### config.mk
export PLATFORM = sky130hd
export DESIGN_NAME = mips_cpu_lsu
export DESIGN_NICKNAME = d
export VERILOG_FILES = /design/src/rtl/mips_cpu_lsu_pkg.sv /design/src/rtl/mips_cpu_lsu_lanes.sv /design/src/rtl/mips_cpu_lsu.sv
export SDC_FILE = /design/constraint.sdc
export NUM_CORES = 1
export LEC_CHECK = 0
export ABC_AREA = 0
export CORE_UTILIZATION = 54
export CTS_BUF_LIST = sky130_fd_sc_hd__clkbuf_4 sky130_fd_sc_hd__clkbuf_8
export DETAILED_ROUTE_END_ITERATION = 10
export PLACE_DENSITY = 0.88
export SLEW_MARGIN = 20
export SYNTH_ARGS = -nofsm -noshare
export SYNTH_HDL_FRONTEND = slang
export SYNTH_SLANG_ARGS = --single-unit
export TNS_END_PERCENT = 20
### constraint.sdc
create_clock -name clk -period 7.5 [get_ports clk]
set_input_delay 2.25 -clock clk [delete_from_list [all_inputs] [get_ports clk]]
set_output_delay 2.25 -clock clk [all_outputs]
set_load 0.01 [all_outputs]
### src/rtl/mips_cpu_lsu_pkg.sv
// Shared types and helpers for the MIPS load/store unit.
//   lsu_op_e    : CPU load/store operation code (4 bits)
//   lsu_state_e : LSU sequencer state
//   is_load()   : op issues a RAM read
//   is_store()  : op issues a RAM write
package mips_cpu_lsu_pkg;

   typedef enum logic [3:0] {
      LSU_LB  = 4'd0,
      LSU_LBU = 4'd1,
      LSU_LH  = 4'd2,
      LSU_LHU = 4'd3,
      LSU_LW  = 4'd4,
      LSU_LWL = 4'd5,
      LSU_LWR = 4'd6,
      LSU_SB  = 4'd7,
      LSU_SH  = 4'd8,
      LSU_SW  = 4'd9
   } lsu_op_e;

   typedef enum logic [1:0] {
      ST_IDLE      = 2'd0,
      ST_REQ       = 2'd1,
      ST_WAIT_DATA = 2'd2,
      ST_DONE      = 2'd3
   } lsu_state_e;

   localparam logic [3:0]  BE_NONE = 4'b0000;
   localparam logic [3:0]  BE_ALL  = 4'b1111;
   localparam logic [31:0] ONES_32 = 32'hFFFF_FFFF;

   function automatic logic is_load(input lsu_op_e op);
      logic r;
      case (op)
         LSU_LB, LSU_LBU, LSU_LH, LSU_LHU,
         LSU_LW, LSU_LWL, LSU_LWR: r = 1'b1;
         default:                  r = 1'b0;
      endcase
      return r;
   endfunction

   function automatic logic is_store(input lsu_op_e op);
      logic r;
      case (op)
         LSU_SB, LSU_SH, LSU_SW: r = 1'b1;
         default:                r = 1'b0;
      endcase
      return r;
   endfunction

endpackage

### src/rtl/mips_cpu_lsu_lanes.sv
// Combinational lane logic for the LSU (big-endian: lane 3 = byte offset 0).
// Ports:
//   op, k          : operation and byte offset within the word
//   store_data     : rt value for stores
//   rt_old         : current rt, merged by LWL/LWR
//   readdata       : RAM word being loaded
//   byteenable     : RAM lane enables for the access
//   writedata      : replicated store data
//   result         : aligned and extended load value
//   misaligned     : access violates natural alignment
module mips_cpu_lsu_lanes
   import mips_cpu_lsu_pkg::*;
(
   input  lsu_op_e     op,
   input  logic [1:0]  k,
   input  logic [31:0] store_data,
   input  logic [31:0] rt_old,
   input  logic [31:0] readdata,
   output logic [3:0]  byteenable,
   output logic [31:0] writedata,
   output logic [31:0] result,
   output logic        misaligned
);

   logic [4:0]  sh_k;       // 8*k
   logic [4:0]  sh_rk;      // 8*(3-k)
   logic [31:0] rd_shl;     // byte k moved to the top lane
   logic [31:0] rd_shr;     // byte k moved to the bottom lane
   logic [15:0] half_lane;
   logic [3:0]  be_byte;
   logic [3:0]  be_half;

   always_comb begin
      sh_k      = {k, 3'b000};
      sh_rk     = {~k, 3'b000};
      rd_shl    = readdata << sh_k;
      rd_shr    = readdata >> sh_rk;
      half_lane = k[1] ? readdata[15:0] : readdata[31:16];
      be_byte   = 4'b1000 >> k;
      be_half   = k[1] ? 4'b0011 : 4'b1100;
   end

   always_comb begin
      byteenable = BE_NONE;
      writedata  = store_data;
      result     = readdata;
      misaligned = 1'b0;
      case (op)
         LSU_LB: begin
            byteenable = be_byte;
            result     = {{24{rd_shr[7]}}, rd_shr[7:0]};
         end
         LSU_LBU: begin
            byteenable = be_byte;
            result     = {24'h00_0000, rd_shr[7:0]};
         end
         LSU_LH: begin
            byteenable = be_half;
            result     = {{16{half_lane[15]}}, half_lane};
            misaligned = k[0];
         end
         LSU_LHU: begin
            byteenable = be_half;
            result     = {16'h0000, half_lane};
            misaligned = k[0];
         end
         LSU_LW: begin
            byteenable = BE_ALL;
            result     = readdata;
            misaligned = (k != 2'b00);
         end
         // LWL: bytes k..3 fill the top of rt, the low k bytes keep rt_old
         LSU_LWL: begin
            byteenable = BE_ALL >> k;
            result     = rd_shl | (rt_old & ~(ONES_32 << sh_k));
         end
         // LWR: bytes 0..k fill the bottom of rt, the high 3-k bytes keep rt_old
         LSU_LWR: begin
            byteenable = BE_ALL << ~k;
            result     = rd_shr | (rt_old & ~(ONES_32 >> sh_rk));
         end
         LSU_SB: begin
            byteenable = be_byte;
            writedata  = {4{store_data[7:0]}};
         end
         LSU_SH: begin
            byteenable = be_half;
            writedata  = {2{store_data[15:0]}};
            misaligned = k[0];
         end
         LSU_SW: begin
            byteenable = BE_ALL;
            writedata  = store_data;
            misaligned = (k != 2'b00);
         end
         default: begin
            byteenable = BE_NONE;
         end
      endcase
   end

endmodule

### src/rtl/mips_cpu_lsu.sv
// MIPS load/store unit: one CPU request becomes one word-aligned,
// byte-enabled RAM transaction, then a one-cycle done pulse.
// Ports:
//   clk, reset                         : clock, async active-high reset
//   start, op, addr, store_data, rt_old: CPU request (sampled in IDLE)
//   busy, done, load_result, addr_error: CPU status / result
//   address, read, write, writedata,
//   byteenable, readdata, waitrequest  : RAM side
//
// state        | meaning
// ST_IDLE      | waiting for start; request operands latched on start
// ST_REQ       | read or write held on the bus until waitrequest drops
// ST_WAIT_DATA | read accepted; readdata valid this cycle, captured
// ST_DONE      | done pulse; addr_error reported here
module mips_cpu_lsu
   import mips_cpu_lsu_pkg::*;
(
   input  logic        clk,
   input  logic        reset,
   input  logic        start,
   input  lsu_op_e     op,
   input  logic [31:0] addr,
   input  logic [31:0] store_data,
   input  logic [31:0] rt_old,
   output logic        busy,
   output logic        done,
   output logic [31:0] load_result,
   output logic        addr_error,
   output logic [31:0] address,
   output logic        read,
   output logic        write,
   output logic [31:0] writedata,
   output logic [3:0]  byteenable,
   input  logic [31:0] readdata,
   input  logic        waitrequest
);

   lsu_state_e  state_q, state_d;
   lsu_op_e     op_q, op_d;
   logic [31:0] addr_q, addr_d;
   logic [31:0] store_data_q, store_data_d;
   logic [31:0] rt_old_q, rt_old_d;
   logic [31:0] load_result_q, load_result_d;
   logic        addr_error_q, addr_error_d;

   lsu_op_e     lane_op;
   logic [1:0]  lane_k;
   logic [3:0]  lane_be;
   logic [31:0] lane_wd;
   logic [31:0] lane_result;
   logic        lane_misaligned;

   // In IDLE the lane logic looks at the incoming request so the
   // alignment check is ready in the same cycle start is sampled.
   always_comb begin
      lane_op = (state_q == ST_IDLE) ? op        : op_q;
      lane_k  = (state_q == ST_IDLE) ? addr[1:0] : addr_q[1:0];
   end

   mips_cpu_lsu_lanes u_lanes (
      .op         (lane_op),
      .k          (lane_k),
      .store_data (store_data_q),
      .rt_old     (rt_old_q),
      .readdata   (readdata),
      .byteenable (lane_be),
      .writedata  (lane_wd),
      .result     (lane_result),
      .misaligned (lane_misaligned)
   );

   always_comb begin
      state_d       = state_q;
      op_d          = op_q;
      addr_d        = addr_q;
      store_data_d  = store_data_q;
      rt_old_d      = rt_old_q;
      load_result_d = load_result_q;
      addr_error_d  = addr_error_q;
      case (state_q)
         ST_IDLE: begin
            if (start) begin
               op_d         = op;
               addr_d       = addr;
               store_data_d = store_data;
               rt_old_d     = rt_old;
               if (lane_misaligned) begin
                  addr_error_d  = 1'b1;
                  load_result_d = 32'h0000_0000;
                  state_d       = ST_DONE;
               end else begin
                  addr_error_d  = 1'b0;
                  state_d       = ST_REQ;
               end
            end
         end
         ST_REQ: begin
            // an op that is neither load nor store completes without data
            if (!waitrequest) begin
               state_d = is_load(op_q) ? ST_WAIT_DATA : ST_DONE;
            end
         end
         ST_WAIT_DATA: begin
            load_result_d = lane_result;
            state_d       = ST_DONE;
         end
         ST_DONE: begin
            state_d = ST_IDLE;
         end
         default: begin
            state_d = ST_IDLE;
         end
      endcase
   end

   always_ff @(posedge clk or posedge reset) begin
      if (reset) begin
         state_q       <= ST_IDLE;
         op_q          <= LSU_LB;
         addr_q        <= 32'h0000_0000;
         store_data_q  <= 32'h0000_0000;
         rt_old_q      <= 32'h0000_0000;
         load_result_q <= 32'h0000_0000;
         addr_error_q  <= 1'b0;
      end else begin
         state_q       <= state_d;
         op_q          <= op_d;
         addr_q        <= addr_d;
         store_data_q  <= store_data_d;
         rt_old_q      <= rt_old_d;
         load_result_q <= load_result_d;
         addr_error_q  <= addr_error_d;
      end
   end

   // Bus outputs decode straight from state so reset drops them at once.
   always_comb begin
      busy        = (state_q != ST_IDLE);
      done        = (state_q == ST_DONE);
      read        = (state_q == ST_REQ) && is_load(op_q);
      write       = (state_q == ST_REQ) && is_store(op_q);
      address     = {addr_q[31:2], 2'b00};
      byteenable  = (state_q == ST_REQ) ? lane_be : BE_NONE;
      writedata   = write ? lane_wd : 32'h0000_0000;
      load_result = load_result_q;
      addr_error  = done && addr_error_q;
   end

endmodule
==> Word-level counts from Yosys, hierarchy flattened <==
Index checks and enable logic that the tools add are counted.
Widths: inputs -> output; s select.
{ "classes": {"n_bitwise": 7, "n_reduce_logical": 17, "eq_ne": 24, "shifts": 7, "mux": 23} }
{ "ops": {"columns": ["op", "n"], "rows": [
  ["$pmux 32 s6", 1],
  ["$pmux 32 s2", 2],
  ["$mux 32", 3],
  ["$and 32x32->32", 2],
  ["$not 32->32", 2],
  ["$or 32x32->32", 2],
  ["$eq 4x3->1 const B", 8],
  ["$shl 32x5->32", 1],
  ["$shl 32x5->32 const A", 1],
  ["$shr 32x5->32", 1],
  ["$shr 32x5->32 const A", 1],
  ["$pmux 4 s5", 1],
  ["$eq 4x2->1 const B", 4],
  ["$eq 4x4->1 const B", 4],
  ["$mux 16", 1],
  ["$mux 4", 3],
  ["$reduce_or 3->1", 3],
  ["$eq 4x1->1 const B", 2],
  ["$logic_not 4->1", 2],
  ["$mux 2", 4],
  ["$pmux 2 s4", 1],
  ["$shr 4x2->4 const A", 2],
  ["$reduce_or 7->1", 1],
  ["$mux 1", 6],
  ["12 further kinds", 20]
]} }
{ "word_totals": {"output_inout_bits": 105, "elab_cells": 85, "reg_bits": 135, "in_bits": 136} }

==> Longest topological paths before layout <==
Gate-level depths: netlist (run 1).
{ "logic_depth": {"depth_word": 9, "ltp_mapped": 13, "mapped_depth_nobuf": 8} }

==> Modules after synthesis <==
Synthesis (run 1) repeated with hierarchy kept, for this count alone.
{ "hier_totals": {"cells_unflattened": 786, "area_unflattened_um2": 9145.0} }
{ "modules_own_cells": {"columns": ["module", "seq_area_each_um2", "n_inst", "cells_each", "area_per_inst_um2"], "rows": [
  ["mips_cpu_lsu", 3378.2, 1, 461, 6389.9],
  ["mips_cpu_lsu_lanes", 0.0, 1, 325, 2755.1]
]} }

==> Worst setup path after synthesis (run 1) <==
Ideal clock, no wire load.
{ "synth_timing": {"kind": "input port to output port", "from": "input addr[1]", "to": "output byteenable[0]", "stages": 8, "slack_ps": 1528, "t_arrival_ps": 3722, "path_buffers": 3, "required_time_ps": 5250, "path_cell_list": "mux2_1 -> buf_2 -> buf_1 -> clkbuf_1 -> nand3_1 -> a21oi_1 -> a31oi_1 -> a31oi_1"} }
{ "synth_between": {"elab_chain_cells": 5, "elab_cells_between_ends": 8, "cone_classes": "shift: 3; mux: 4; bitwise: 1"} }
{ "synth_lines": {"columns": ["item", "line_no", "rtl"], "rows": [
  ["from (decl)", "mips_cpu_lsu.sv:22", "input logic [31:0] addr,"],
  ["$mux 2 *", "mips_cpu_lsu.sv:57", "lane_k = (state_q == ST_IDLE) ? addr[1:0] : addr_q[1:0];"],
  ["$not 2->2", "mips_cpu_lsu_lanes.sv:79", "byteenable = BE_ALL << ~k;"],
  ["$shl 4x2->4", "mips_cpu_lsu_lanes.sv:79", null],
  ["$pmux 4 s5 *", "mips_cpu_lsu_lanes.sv:48", "case (op)"],
  ["$mux 4 *", "mips_cpu_lsu.sv:143", "byteenable = (state_q == ST_REQ) ? lane_be : BE_NONE;"],
  ["to (decl)", "mips_cpu_lsu.sv:33", "output logic [3:0] byteenable,"]
]} }
Every way passes the cells marked *; elsewhere a longest branch is shown, timed or not.

==> Worst setup path in the final report (run 1) <==
{ "layout_timing": {"from": "input op[2]", "to": "output writedata[21]"} }
{ "layout_between": {"elab_chain_cells": 4, "elab_cells_between_ends": 5, "cone_classes": "eq/ne: 2; mux: 3"} }
{ "layout_lines": {"columns": ["item", "line_no", "rtl"], "rows": [
  ["from (decl)", "mips_cpu_lsu.sv:21", "input lsu_op_e op,"],
  ["$mux 4 *", "mips_cpu_lsu.sv:56", "lane_op = (state_q == ST_IDLE) ? op : op_q;"],
  ["$eq 4x4->1 / $eq 4x3->1 (equally long branches)", "mips_cpu_lsu_lanes.sv:48", null],
  ["$pmux 32 s2 *", "mips_cpu_lsu_lanes.sv:48", null],
  ["$mux 32 *", "mips_cpu_lsu.sv:144", "writedata = write ? lane_wd : 32'h0000_0000;"],
  ["to (decl)", "mips_cpu_lsu.sv:32", "output logic [31:0] writedata,"]
]} }
Marked as above.

==> impl_results.md, run 1 <==
- Outcome: complete, no violations
- Clock Sinks: 135
- Critical path arrival: 4.63 ns
- Clk buf depth: 2
- Cell count after synthesis: 800
- FF+latch count, synth: 135
- Power Density: 446 nW/um2
- Rows: 44
- Number of global-route vias before repair: 7092
- Clock Latency Late Sink: 0.46 ns
- Critical R2R Launch: state_q[1]
- Vias per inst: 6.23
- Drt wl/cell: 21.3 um
- Post-cts hold buffer count: 0
- Cell with the most instances after synthesis: dfrtp_1
- Post-cts resize count: 0
- Vias: 7407
- CTS Buf Count: 17
- Clock Skew: between 0.009 and 0.01 ns
- Nets: between 1k and 1.5k
- Worst hold path type: register to register
- Synthesized area per cell: around 10 um2
- Fin Setup TNS: 0 ns
- Gr ovfl total: 0
- Yosys cell types: between 60 and 70
- Unrepaired setup endpoints after global routing: no
- Hold slack: 0.494 ns
- Syn-to-layout area delta: 31.4%
- Register area share after synthesis: 40.6%
- Die Y-Extent: 126 um
- Leak pwr: about 0.0044 uW
- # setup viols final: 0
- Top cells by area, synth: dfrtp_1 41%, mux2_2 15%, nand2_1 5.8%, mux2i_1 4.9%, o2bb2ai_2 3.6%
- Post-synth top area cell: dfrtp_1
- Post-Route WL: 25300 um
- Worst-path fanout max: 10
- Crit path launch type: input pin
- Detailed placer's ending HPWL: 18100 um
- Top cell type's share of synthesized area: roughly two fifths
- CP Launch Point: op[2]
- Clk slew on worst S/H paths: 0.07 ns
- Post-synth top cells: 135 x dfrtp_1, 128 x nand2_1, 113 x mux2_2
- Ys Warns: 0
- Initial antenna violation count: 0
- Global-route wire length before repair: 39000 um
- Top_reg_cell synth: dfrtp_1
- H-tree depth: 4
- Port bufs: 238
- Number of synthesized flops with an enable pin: 0
- Total of max-cap violations: 0
- CTS tree: built
- Worst slew pin tran: 0.934 ns
- Final ANT Viol Nets: 0
- Min-Delay Startpoint: addr_error_q
- Drt pass-1 iters: 5
- Crit Path Category: input pin to primary output
- Peak supply drop: between 0.0002 and 0.0003 V
- Crit end category: primary output
- Final period util: 91.7%
- DP Worst Slack: 0.673 ns
- Final hold vios: 0
- DRC violations left: 0
- Slew Limit Headroom: a little under two fifths
- Largest net degree at the start of global routing: 77
- Initial DRC count: 924
- Initial Util: between 50% and 60%
- CP required: 5.25 ns
- Post-CTS setup buffer count: 0
- Pins Over Slew Limit: 0
- Mapped Area: just over 8000 um2
- Async SR Flop Fraction: 100%
- Die width: 126 um
- Root buffer cell: clkbuf_8
- Core area: 14800 um2
- Die area: ~16000 um2
- Layout cells sized above 1: 21.8%
- Final min period: 6.88 ns
- FMAX: about 150 MHz
- Antenna Cells: 0
- RePlAce Congestion: 0.941
- Total GRT Usage: 32.1%
- IO Pins: 241
- Setup ws final: 0.623 ns
## cell usage in the layout (no fill, tap or decap), types with 3 or more instances in the layout
cell type / netlist / routed
nand3_1: 13 / 13
mux2_4: 6 / 6
a221oi_1: 7 / 7
clkbuf_8: 0 / 19
nor2_1: 40 / 40
clkinv_4: 0 / 3
o22ai_1: 9 / 9
clkinvlp_4: 0 / 3
o21ai_0: 40 / 40
o2bb2ai_1: 3 / 3
ha_1: 5 / 5
mux2i_2: 3 / 3
clkdlybuf4s50_1: 0 / 238
mux2_2: 113 / 113
nand2_1: 128 / 127
a21oi_1: 30 / 30
clkbuf_4: 0 / 3
mux2i_1: 41 / 41
a21o_1: 3 / 3
a22oi_1: 8 / 8
a311oi_1: 24 / 24
buf_4: 34 / 18
dfrtp_1: 135 / 135
nor4_1: 8 / 8
and2_1: 11 / 11
o2bb2ai_2: 20 / 20
inv_1: 6 / 5
a31oi_1: 12 / 12
o221a_2: 8 / 8
## cell families (layout without fill, tap and decap cells)
| group | count (synthesis) | after routing | share of synthesized area [%] |
|---|---|---|---|
| multiplexers | 166 | 166 | 22.5 |
| flip-flops | 135 | 135 | 40.6 |
| adder cells (fa/ha/maj) | 5 | 5 | 0.753 |
| AO/OA/AOI/OAI | 181 | 181 | 17.2 |
| buffers and inverters | 91 | 295 | 6.80 |
| other | 1 | 2 | 0.0451 |
| XOR/XNOR | 1 | 1 | 0.105 |
| AND/OR/NAND/NOR | 220 | 220 | 12.0 |
## final cells by class
class	count	area [um2]
fill	1038	3830
clock buffer	22	284
multi-input combinational	575	4380
timing repair buffer	256	2520
clock inverter	10	97.6
tap	184	230
sequential	135	3380
inverter	7	31.3
## state kept, by name, summed over array words and instances (netlist names)
| name | count |
|---|---|
| store_data_q | 32 |
| rt_old_q | 32 |
| state_q | 2 |
| load_result | 32 |
| addr_q | 32 |
| op_q | 4 |
| addr_error_q | 1 |
## routing by layer
layer | global-route usage (%) | wire length, um | part of all wire [%]
met1 | 39.2 | 9650 | 38
met2 | 50.8 | 11700 | 46
met3 | 10.2 | 2850 | 11
met4 | 17.0 | 1100 | 4.3
met5 | 0 | 0 | 0
## report_power, final
group / total, uW / switching [uW] / internal, uW
clock network: 584 / 292 / 291
registers: 1390 / 307 / 1080
logic: 2900 / 1530 / 1370
total: 4870 / 2130 / 2740
## path summary, 6_finish.rpt
path,endpoint,slack [ns],cells after the start
worst max-delay path,writedata[21],0.62,9
worst min-delay path,addr_error_q,0.49,2
worst max register to register,load_result[24],3.52,9
worst min register to register,addr_error_q,0.49,2
max in group asynchronous,addr_q[30],3.97,3
min in group asynchronous,addr_q[23],2.27,2
## critical path, cell delays in order
cell	delay, ns
clkdlybuf4s50_1	0.49
mux2i_2	0.26
nand2_1	0.18
nor3_2	0.19
buf_4	0.19
or2_2	0.23
nand2_1	0.07
a21oi_1	0.17
clkdlybuf4s50_1	0.58
## through the flow
stage               power [uW]  std cells  util, %  instance area (um2)
CTS                       4820       1189     74.0                10900
global route              5130       1189     74.0                10900
global placement          4150       1157     71.4                10500
floorplan                 3410        801        -                 8320
detailed placement        4220       1157     71.4                10500
finish                    4870       1189     74.0                10900
Note: power is estimated with default switching activity, not from simulation.
==> run 2, diff against run 1 <==
==> constraint.sdc (replaced) <==
create_clock -name clk -period 7.5 [get_ports clk]
set_input_delay 1.5 -clock clk [delete_from_list [all_inputs] [get_ports clk]]
set_output_delay 1.5 -clock clk [all_outputs]
set_load 0.01 [all_outputs]
==> impl_results.md, run 2 (same netlist as run 1, synthesis figures left out) <==
- Fin Setup TNS: 0 ns (unchanged)
- Initial antenna violation count: 3 (+3)
- Vias: 7408 (+0.014%)
- Hold slack: 0.478 ns (-0.0159 ns)
- Clk buf depth: 2 (unchanged)
- Commonest non-fill, non-tap cells in the layout: 238 x clkdlybuf4s50_1, 135 x dfrtp_1, 127 x nand2_1, 113 x mux2_2, 41 x mux2i_1
- Worst-path fanout max: 16 (+6)
- Largest delay share family, worst path: simple AND/OR/NAND/NOR gates
- Worst hold path type: register to register
- Core area: 14800 um2 (unchanged)
- DRC violations left: 0 (unchanged)
- CTS Buf Count: 17 (unchanged)
- CP bufs+invs: 2 (-1)
- Post-Route WL: 25500 um (+0.87%)
- RR Endpoint: load_result[26]
- Met2 wire length: 12200 um (+3.9%)
- Slew Limit Headroom: 28.8% (-9.0 points)
- Total GRT Usage: 32.6% (+0.56 points)
- Pins Over Slew Limit: 0 (unchanged)
- # setup viols final: 0 (unchanged)
- Critical Path End: writedata[17]
- Layout cells sized above 1: 21.2% (-0.61 points)
- Number of global-route vias before repair: 7337 (+3.5%)
- Critical R2R Launch: state_q[0]
- Cell internal pwr: 2700 uW (-1.4%)
- Crit end category: primary output
- CP Depth: 7 (-2)
- DP Worst Slack: 1.72 ns (+1.05 ns)
- Final min period: 5.86 ns (-1.02 ns)
- Nets: 1124 (-0.79%)
- Worst Hold Depth: 2 (unchanged)
- Crit path cell chain: clkdlybuf4s50_1 > mux2i_4 > nor2_1 > nor2_1 > nand2_1 > a21oi_1 > clkdlybuf4s50_1
- WL met1: 9300 um (-3.5%)
- Post-cts hold buffer count: 0 (unchanged)
- Vias per inst: 6.26 (+0.52%)
- Syn-to-layout area delta: 30.7%
- Critical-path cell with the highest stage delay: nor2_1
- R2R Setup Slk: 3.32 ns (-0.20 ns)
- Post-CTS setup buffer count: 0 (unchanged)
- Drt wl/cell: 21.6 um (+1.4%)
- Global-route wire length before repair: 39600 um (+1.7%)
- Clock power share: 11.4% (-0.6 points)
- Initial Util: 56.3% (unchanged)
- Clk slew on worst S/H paths: 0.08 ns (about the same)
- Detailed placer's ending HPWL: 18400 um (+1.9%)
- Worst slew pin tran: 1.07 ns (+0.134 ns)
- IO Pins: 241 (unchanged)
- Top sig layer: met4
- Initial DRC count: 805 (-13%)
- Final period util: 78.1% (-14 points)
- Largest net degree at the start of global routing: 85 (+10%)
- Crit Path Category: input pin to primary output
- Die width: 126 um (unchanged)
- Setup ws final: 1.64 ns (+1.02 ns)
- R2R cell count: 9 (unchanged)
- Clock Sinks: 135 (unchanged)
- Clock Latency Late Sink: 0.45 ns (about the same)
- CTS tree: built
- Gate power share: 60.0% (+0.6 points)
- CP Launch Point: op[0]
- Crit-path max cell delay: 0.85 ns (+0.27 ns)
- H-tree depth: 4 (unchanged)
- Root buffer cell: clkbuf_8
- Post-cts resize count: 0 (unchanged)
- Rows: 44 (unchanged)
- Final hold vios: 0 (unchanged)
- Crit path launch type: input pin
- Drt pass-1 iters: 5 (unchanged)
- Critical path arrival: 4.36 ns (-0.27 ns)
- FMAX: 171 MHz (+17%)
- Final Power: 4830 uW (-0.91%)
- Peak supply drop: 0.000248 V (-11%)
- Switching share of power: 44.0% (+0.29 points)
- Met3 Wirelength: 3030 um (+6.1%)
- Flop pwr share: 28.7% (about the same)
- Port bufs: 238 (unchanged)
- Outcome: complete, no violations
- Leak pwr: 0.00441 uW (-0.75%)
- Final ANT Viol Nets: 0 (unchanged)
- Most common cell after layout, fill and taps aside: clkdlybuf4s50_1
- Total of max-cap violations: 0 (unchanged)
- Clock Skew: 0.0158 ns (+0.00599 ns)
- RePlAce Congestion: 1.00 (+6.5%)
- Unrepaired setup endpoints after global routing: no
- Die Y-Extent: 126 um (unchanged)
- Gr ovfl total: 0 (unchanged)
- Final Util: 73.7% (-0.37 points)
- Power Density: 444 nW/um2 (-0.41%)
- CP required: 6.00 ns (+0.75 ns)
- Psw: 2120 uW (-0.26%)
- Die area: 15900 um2 (unchanged)
## run 2: worst min-delay path by stage
stage,endpoint,start
2_1_floorplan,addr_error_q,addr_error_q
3_3_place_gp,addr_error_q,addr_error_q
3_5_place_dp,addr_error_q,addr_error_q
4_1_cts,addr_error_q,addr_error_q
5_1_grt,load_result[28],load_result[28]
6_report,addr_error_q,addr_error_q
## run 2: worst min-delay path: cells and delay by family, from the launching register on
family / cells / cell delay (ns)
AO/OA/AOI/OAI: 1 / 0.06
flip-flops: 1 / 0.35
AND/OR/NAND/NOR: 1 / 0.04
## run 2: power groups by stage
stage               Sequential (uW)  Combinational [uW]  Clock [uW]
floorplan                      1300                2110           0
global placement               1370                2740           0
detailed placement             1380                2830           0
CTS                            1370                2840         559
global route                   1420                3090         591
finish                         1380                2890         548
## run 2: through the flow
step / instance area [um2] / instances
floorplan: 8320 / 801
global placement: 10500 / 1147
detailed placement: 10500 / 1148
CTS: 10800 / 1180
global route: 10900 / 1183
finish: 10900 / 1183
## run 2: final cells by class
type / count / area [um2]
timing repair buffer: 247 / 2470
tap: 184 / 230
clock buffer: 22 / 284
antenna: 3 / 7.51
clock inverter: 10 / 71.3
multi-input combinational: 575 / 4390
sequential: 135 / 3380
fill: 1052 / 3890
inverter: 7 / 31.3
## run 2: routing by layer
| metal | vias to the layer above | global-route usage [%] |
|---|---|---|
| met3 | 82 | 12.0 |
| met1 | 3556 | 38.4 |
| li1 | 3265 | - |
| met2 | 505 | 53.4 |
| met5 | - | 0 |
| met4 | 0 | 14.7 |
==> run 3, diff against run 2 <==
--- a/config.mk
+++ b/config.mk
@@ -6,10 +6,10 @@
 export NUM_CORES = 1
 export LEC_CHECK = 0
 export ABC_AREA = 0
-export CORE_UTILIZATION = 54
+export CORE_UTILIZATION = 50
 export CTS_BUF_LIST = sky130_fd_sc_hd__clkbuf_4 sky130_fd_sc_hd__clkbuf_8
 export DETAILED_ROUTE_END_ITERATION = 10
-export PLACE_DENSITY = 0.88
+export PLACE_DENSITY = 0.83
 export SLEW_MARGIN = 20
 export SYNTH_ARGS = -nofsm -noshare
 export SYNTH_HDL_FRONTEND = slang
==> constraint.sdc (replaced) <==
create_clock -name clk -period 5.42 [get_ports clk]
set_input_delay 1.084 -clock clk [delete_from_list [all_inputs] [get_ports clk]]
set_output_delay 1.084 -clock clk [all_outputs]
set_load 0.01 [all_outputs]
==> impl_results.md, run 3 (same netlist as run 1, synthesis figures left out) <==
- Number of global-route vias before repair: 7178 (-2.2%)
- Non-Filler Instances: 1220 (+3.1%)
- Critical-path cell with the highest stage delay: nor3_2
- Crit end category: primary output
- Final Power: 6820 uW (+41%)
- Critical path arrival: 3.99 ns (-0.37 ns)
- Detailed placer's ending HPWL: 18400 um (about the same)
- Initial antenna violation count: 0 (-3)
- Commonest non-fill, non-tap cells in the layout: 238 x clkdlybuf4s50_1, 135 x dfrtp_1, 127 x nand2_1, 113 x mux2_2, 41 x mux2i_1
- Vias: 7331 (-1.0%)
- Largest net degree at the start of global routing: 106 (+25%)
- Power Density: 620 nW/um2 (+40%)
- RePlAce Congestion: 0.925 (-7.7%)
- Clock Sinks: 135 (unchanged)
- Most common cell after layout, fill and taps aside: clkdlybuf4s50_1
- Core area: 16100 um2 (+8.8%)
- Outcome: complete, no violations
- Global-route wire length before repair: 39500 um (-0.33%)
- Largest delay share family, worst path: buffers and inverters
- CTS Buf Count: 17 (unchanged)
- Hold slack: 0.481 ns (+0.00212 ns)
- Total of max-cap violations: 0 (unchanged)
- Total GRT Usage: 30.7% (-2.0 points)
- Clk slew on worst S/H paths: 0.08 ns (about the same)
- Initial DRC count: 816 (+1.4%)
- Filler instances: 1249 (+19%)
- Clock Latency Late Sink: 0.46 ns (about the same)
- Dpl cells: 1188 (+3.5%)
- Drt pass-1 iters: 7 (+2)
- Die area: 17100 um2 (+7.9%)
- Post-CTS setup buffer count: 0 (unchanged)
- Worst-path fanout max: 16 (unchanged)
- Clock Skew: 0.0197 ns (+0.00395 ns)
- Final period util: 93.7%
- Die Y-Extent: 131 um (+3.9%)
- Die width: 131 um (+3.9%)
- Unrepaired setup endpoints after global routing: no
- Port bufs: 238 (unchanged)
- Fin Setup TNS: 0 ns (unchanged)
- Final hold vios: 0 (unchanged)
- Pins Over Slew Limit: 0 (unchanged)
- Initial Util: 51.8% (-4.6 points)
- Root buffer cell: clkbuf_8
- Antenna Cells: 0 (-3)
- # setup viols final: 0 (unchanged)
- Crit path launch type: register
- Peak supply drop: 0.000315 V (+27%)
- CP bufs+invs: 3 (+1)
- Nets: 1132 (+0.71%)
- Post-cts hold buffer count: 0 (unchanged)
- Clk buf depth: 2 (unchanged)
- FMAX: 197 MHz
- Slew Limit Headroom: 25.5% (-3.3 points)
- Syn-to-layout area delta: 32.3%
- Post-cts resize count: 0 (unchanged)
- Worst slew pin tran: 1.11 ns (+0.0437 ns)
- Gr ovfl total: 0 (unchanged)
- H-tree depth: 4 (unchanged)
- CTS tree: built
- CP required: 4.34 ns (-1.66 ns)
- Crit Path Category: register to primary output
- Final ANT Viol Nets: 0 (unchanged)
- Layout cells sized above 1: 21.8% (+0.63 points)
- DRC violations left: 0 (unchanged)
- Vias per inst: 6.01 (-4.0%)
- Post-Route WL: 25500 um (-0.28%)
- IO Pins: 241 (unchanged)
- Rows: 46 (+4.5%)
- Worst hold path type: register to register
- Crit-path max cell delay: 0.64 ns (-0.21 ns)
- Crit path cell chain: inv_1 > ha_1 > buf_4 > mux2_4 > nor3_2 > or2_2 > nand2_1 > a21oi_1 > clkdlybuf4s50_1
- Final min period: 5.08 ns
- Leak pwr: 0.00446 uW (+1.2%)
- Drt wl/cell: 20.9 um (-3.3%)
==> run 3: per-stage QoR <==
stage          setup WS, ns  instance area, um2  util (%)
2_1_floorplan         0.725                8320         -
5_1_grt               0.125               11000      68.5
3_5_place_dp          0.616               10600      65.9
3_3_place_gp          0.638               10600      65.9
6_report              0.344               11000      68.5
4_1_cts               0.344               11000      68.5
==> run 3: worst paths after layout <==
path	start	slack (ns)	endpoint	cells after the start
hold / removal	addr_error_q	0.48	addr_error_q	2
max in group asynchronous	reset	3.21	addr_q[27]	3
setup reg to reg	state_q[1]	1.30	load_result[3]	11
hold reg to reg	addr_error_q	0.48	addr_error_q	2
min in group asynchronous	reset	1.23	addr_q[12]	2
setup / recovery	state_q[1]	0.34	writedata[21]	9
==> run 3: power breakdown <==
| group | switching (uW) | internal (uW) | total [uW] |
|---|---|---|---|
| combinational | 2110 | 1890 | 4000 |
| sequential | 416 | 1500 | 1920 |
| clock | 431 | 471 | 902 |
==> run 3: routing by layer <==
metal  vias to the layer above  routed length (um)  GRT usage (%)
met4                         0                 792           11.0
met2                       440               12000           49.0
li1                       3279                   -              -
met5                         -                   0              0
met3                        73                2720           9.45
met1                      3539                9910           39.3
==> run 3: tightest hold or removal path, cell delays in order, from the launching register on <==
cell and delay [ns]:
dfrtp_1 0.34, nand2_1 0.04, o21ai_0 0.06
==> run 3: layout make-up <==
| class | instances | area (um2) | share of cell area (%) |
|---|---|---|---|
| flip-flops and latches | 135 | 3380 | 30.7 |
| repair buffers | 255 | 2510 | 22.8 |
| well taps | 216 | 270 | 2.46 |
| clock buffers | 19 | 249 | 2.26 |
| clock inverters | 13 | 170 | 1.55 |
| multi-input cells | 575 | 4390 | 39.9 |
| inverters | 7 | 31.3 | 0.284 |
